## config.mk

```make
export PLATFORM = sky130hd
export DESIGN_NAME = stream_serializer
export DESIGN_NICKNAME = d
export VERILOG_FILES = /design/src/rtl/serializer_pkg.sv /design/src/rtl/stream_serializer_lane_select.sv /design/src/rtl/stream_serializer.sv
export SDC_FILE = /design/constraint.sdc
export NUM_CORES = 2
export LEC_CHECK = 0
export ABC_AREA = 0
export ABC_CLOCK_PERIOD_IN_PS = 5420
export CORE_AREA = 2 2 264 266
export CTS_BUF_LIST = sky130_fd_sc_hd__clkbuf_2
export DETAILED_ROUTE_END_ITERATION = 10
export DIE_AREA = 0 0 266 268
export MAX_ROUTING_LAYER = met4
export PLACE_DENSITY = 0.76
export SLEW_MARGIN = 20
export SYNTH_ARGS = -nofsm -noshare
export SYNTH_HDL_FRONTEND = slang
export SYNTH_HIERARCHICAL = 1
export SYNTH_SLANG_ARGS = --single-unit
```

## constraint.sdc

```tcl
create_clock -name clk -period 5.42 [get_ports clk]
set_clock_uncertainty 0.15 [all_clocks]
set_input_delay 1.355 -clock clk [delete_from_list [all_inputs] [get_ports clk]]
set_output_delay 1.355 -clock clk [all_outputs]
set_load 0.005 [all_outputs]
```

## src/rtl/serializer_pkg.sv

```systemverilog
// serializer_pkg: shared FSM state type and count-width helper for stream_serializer
package serializer_pkg;
  typedef enum logic {IDLE, SEND} state_t;
  function automatic int cnt_w(input int n);
    return $clog2(n + 1);
  endfunction
endpackage

```

## src/rtl/stream_serializer_lane_select.sv

```systemverilog
// lane_select: maps a beat index onto LANES buffer elements with keep mask and last-beat flag
module lane_select import serializer_pkg::*; #(
  parameter int DATA_WIDTH = 32,
  parameter int MAX_COUNT  = 20,
  parameter int LANES      = 1,
  localparam int CW = cnt_w(MAX_COUNT),
  localparam int IW = MAX_COUNT > 1 ? $clog2(MAX_COUNT) : 1
) (
  input  logic [DATA_WIDTH-1:0] buffer [MAX_COUNT],
  input  logic [CW-1:0]         beat,
  input  logic [CW-1:0]         count,
  output logic [DATA_WIDTH-1:0] lanes [LANES],
  output logic [LANES-1:0]      keep,
  output logic                  last
);
  for (genvar j = 0; j < LANES; j++) begin : g_lane
    logic [31:0]   e;
    logic [IW-1:0] idx;
    assign e        = 32'(beat) * 32'(LANES) + 32'(j);
    assign idx      = e < 32'(MAX_COUNT) ? IW'(e) : '0;
    assign keep[j]  = e < 32'(count);
    assign lanes[j] = keep[j] ? buffer[idx] : '0;
  end
  assign last = 32'(beat) * 32'(LANES) + 32'(LANES) >= 32'(count);
endmodule

```

## src/rtl/stream_serializer.sv

```systemverilog
// stream_serializer: captures a parallel vector and streams it out LANES elements per beat
module stream_serializer import serializer_pkg::*; #(
  parameter int DATA_WIDTH = 32,
  parameter int MAX_COUNT  = 20,
  parameter int LANES      = 1,
  localparam int CW = cnt_w(MAX_COUNT)
) (
  input  logic                  clk,
  input  logic                  rst_n,
  input  logic                  i_valid,
  output logic                  i_ready,
  input  logic [DATA_WIDTH-1:0] parallel_in [MAX_COUNT],
  input  logic [CW-1:0]         i_count,
  output logic                  o_valid,
  input  logic                  o_ready,
  output logic [DATA_WIDTH-1:0] serial_out [LANES],
  output logic [LANES-1:0]      o_keep,
  output logic                  o_last
);
  state_t state, state_nx;
  logic [DATA_WIDTH-1:0] buffer [MAX_COUNT];
  logic [CW-1:0] count, beat, count_eff;
  logic send, last, in_hs, out_hs;
  assign send      = state == SEND;
  assign o_valid   = send;
  assign o_last    = send & last;
  assign i_ready   = send ? o_last & o_ready : 1'b1;
  assign in_hs     = i_valid & i_ready;
  assign out_hs    = o_valid & o_ready;
  assign count_eff = (i_count == '0 || i_count > CW'(MAX_COUNT)) ? CW'(MAX_COUNT) : i_count;
  always_comb state_nx = in_hs ? SEND : (out_hs && last) ? IDLE : state;
  always_ff @(posedge clk) begin
    if (!rst_n) begin
      state  <= IDLE;
      beat   <= '0;
      count  <= '0;
      buffer <= '{default: '0};
    end else begin
      state <= state_nx;
      if (in_hs) begin
        buffer <= parallel_in;
        count  <= count_eff;
        beat   <= '0;
      end else if (out_hs) begin
        beat <= beat + 1'b1;
      end
    end
  end
  // a zero count outside SEND blanks every lane and keep bit
  lane_select #(.DATA_WIDTH(DATA_WIDTH), .MAX_COUNT(MAX_COUNT), .LANES(LANES)) u_lane (
    .buffer(buffer),
    .beat(beat),
    .count(send ? count : '0),
    .lanes(serial_out),
    .keep(o_keep),
    .last(last)
  );
endmodule
```

==> qor.yml <==
grt-ovfl-total: 0
clockRootBuffer: "clkbuf_2"
die_area_um2: 71300
peakVddDrop_uv: 170
max-cap-violations: 0
core_um2: 68200
crit_path_max_incr_delay_ns: 0.54
die_x_um: 266
cts_max_path_buffers: 3
cts_tree: "done"
power_mw: 10.8
synth_seq_area_share: 0.393
holdCritPathClass: "flop to flop"
yosysWarnings: 6
power_density_nw_per_um2: 254
n_fill_cell: 5959
postPlaceCellArea_um2: 39500
ant_nets: 0
synth_flop_cell: "dfxtp_1"
synth_edf_count: 0
slew_violations: 0
finalSetupViolations: 0
drtIter0Drc: 3601
final_cell_mix: "nand2_1 (1,416), mux2i_1 (704), clkdlybuf4s50_1 (650)"
grt_antenna_before_repair: 18
remaining_drc_errors: 0
drive_gt1_frac: 0.127
syn_area_per_cell_um2: 8.72
clk_latency_ns: 1.38
firstDrtPassIters: 6
crit_type: "flop to primary output"
startpoint: "beat[1]"
cts.clk_slew.worst_paths_ns: 0.11
stdcell_area_um2: 42400
vias: 31100
place.gp.congestion: 1.03
syn-num-nets: 4464
cts_sinks: 651
synth_cells: 3803
via_per_inst: 5.70
start_util: 0.486
post_drt_wl_per_cell_um: 24.8
fin_crit_ns: 5.42
max_freq_ghz: 0.185
min_period_over_period: 1.00
dpl.hpwl_um: 98600
grt_pass1_vias: 29500
post-place-ws_ns: 0.552
multiInputGateArea_um2: 18100
synth.distinct_cells: 60
hold_violations: 0
p_leak_nw: 17.5
portBuffers: 684
rows: 96
min_from: "buffer[146]"
worstPathRequired_ns: 3.91
ff_latch_area_um2: 13100
final_common_cell: "nand2_1"
cp-start-kind: "flop"
tightest_slew_ns: 1.05
grt_max_degree: 129
rr_startpoint: "beat[0]"
worstPathArrival_ns: 3.91
grt_pass1_wl_um: 190000
cp_cell_sequence: "buf_16, mux2i_1, a21oi_4, o211a_2, o211ai_1, o22ai_4, dlygate4sd2_1"
async_flop_share: 0
nNetsFinal: 5111
area_delta_synth_final_pct: 27.9
numCtsBuffers: 172
grtUsageTotal: 0.374
crit_fanout: 24
fin_ws_ns: 0.00229
crit_slowest_cell: "mux2i_1"
worst_r2r_path_depth: 13
slew_headroom: 0.297
end_kind: "primary output"
synth-seq-cells: 651
whs_ns: 0.306
drt-total-wl_um: 135000
pin_count: 685
die_h_um: 268
hold_depth: 2
syn_area_um2: 33200
r2r_end: "buffer[458]"
status: "finished clean"
htreeDepth: 4
min_to: "buffer[146]"
grt_setup_unrepaired: "true"
regToRegSetupSlack_ns: 1.74
fin_setup_tns_ns: 0
metal layers:
layer	track usage	share of wire	vias up	wire, µm
met5	-	0	-	0
met4	0.213	0.059	0	7980
met3	0.0965	0.10	404	13600
met2	0.568	0.45	1793	60200
met1	0.451	0.39	14600	53400
li1	-	-	14300	-
sequential cells by signal, summed over array words and instances (netlist names):
register,cells
count,5
o_valid,1
buffer,640
beat,5
what timing repair did:
| action | CTS | global route |
|---|---|---|
| pin swaps | 26 | 7 |
| buffers inserted | 33 | 7 |
| endpoints found under the hold margin | 0 | 0 |
| setup endpoints to repair | 34 | 22 |
| gates resized for setup | 182 | 25 |
| hold buffers | 0 | 0 |
| gates cloned | 15 | 1 |
area by class of cell:
type                       instances  share of cell area
multi-input combinational       2813               0.428
sequential                       651               0.308
timing repair buffer             803               0.201
clock buffer                     245              0.0289
tap                              882              0.0260
clock inverter                    37             0.00570
antenna                           20             0.00118
inverter                           9            0.000974
worst max-delay path by stage:
| stage | end | slack [ns] | depth (start not counted) |
|---|---|---|---|
| after floorplan | i_ready | 1.76 | 11 |
| after global placement | serial_out[20] | 0.60 | 7 |
| after detailed placement | serial_out[20] | 0.55 | 7 |
| after CTS | serial_out[21] | -0.21 | 7 |
| after global routing | i_ready | -0.14 | 10 |
| final | serial_out[13] | 0.002 | 7 |
through the flow:
step | cells | util
4_1_cts | 5432 | 0.619
3_3_place_gp | 5102 | 0.579
5_1_grt | 5458 | 0.621
2_1_floorplan | 3803 | -
3_5_place_dp | 5102 | 0.579
6_report | 5460 | 0.621
cells in the mapped netlist, types with 4 or more instances:
cell type,instances,area share
a21oi_1,39,0.0059
o2111ai_1,31,0.0082
o211ai_1,61,0.014
a31oi_1,4,0.00075
buf_2,39,0.0059
a22oi_1,31,0.0070
buf_6,9,0.0031
inv_1,7,0.00079
o211a_2,30,0.0091
and3b_1,30,0.0079
ha_1,12,0.0045
buf_4,6,0.0014
and2_1,8,0.0015
clkbuf_1,209,0.024
o21ai_0,37,0.0056
a2bb2oi_1,60,0.016
nand2b_1,33,0.0062
nor2_1,35,0.0040
mux2_2,82,0.028
dfxtp_1,651,0.39
nand3_1,66,0.010
buf_12,67,0.040
mux2_1,10,0.0034
o22ai_1,62,0.012
buf_1,4,0.00045
nand2_1,1417,0.16
mux2i_1,711,0.21
critical path: cells and delay by family, from the launching register on:
kind | cells | cell delay [ns]
flip-flops | 1 | 0.49
buffers and inverters | 2 | 0.53
multiplexers | 1 | 0.54
AO/OA/AOI/OAI | 4 | 0.95
cell families (layout without fill, tap and decap cells):
group                    after synthesis  in the layout  share of synthesized area
other                                  0             20                          0
buffers and inverters                343           1094                     0.0759
AO/OA/AOI/OAI                        376            377                     0.0832
XOR/XNOR                               5              5                    0.00132
adder cells (fa/ha/maj)               12             12                    0.00453
flip-flops                           651            651                      0.393
AND/OR/NAND/NOR                     1611           1614                      0.195
multiplexers                         805            805                      0.247
power breakdown:
group | internal [mW] | switching, mW | total [mW]
clock | 1.34 | 2.10 | 3.44
sequential | 5.12 | 0.257 | 5.38
combinational | 0.979 | 0.978 | 1.96
total | 7.44 | 3.34 | 10.8
Note: power is estimated with default switching activity, not from simulation.
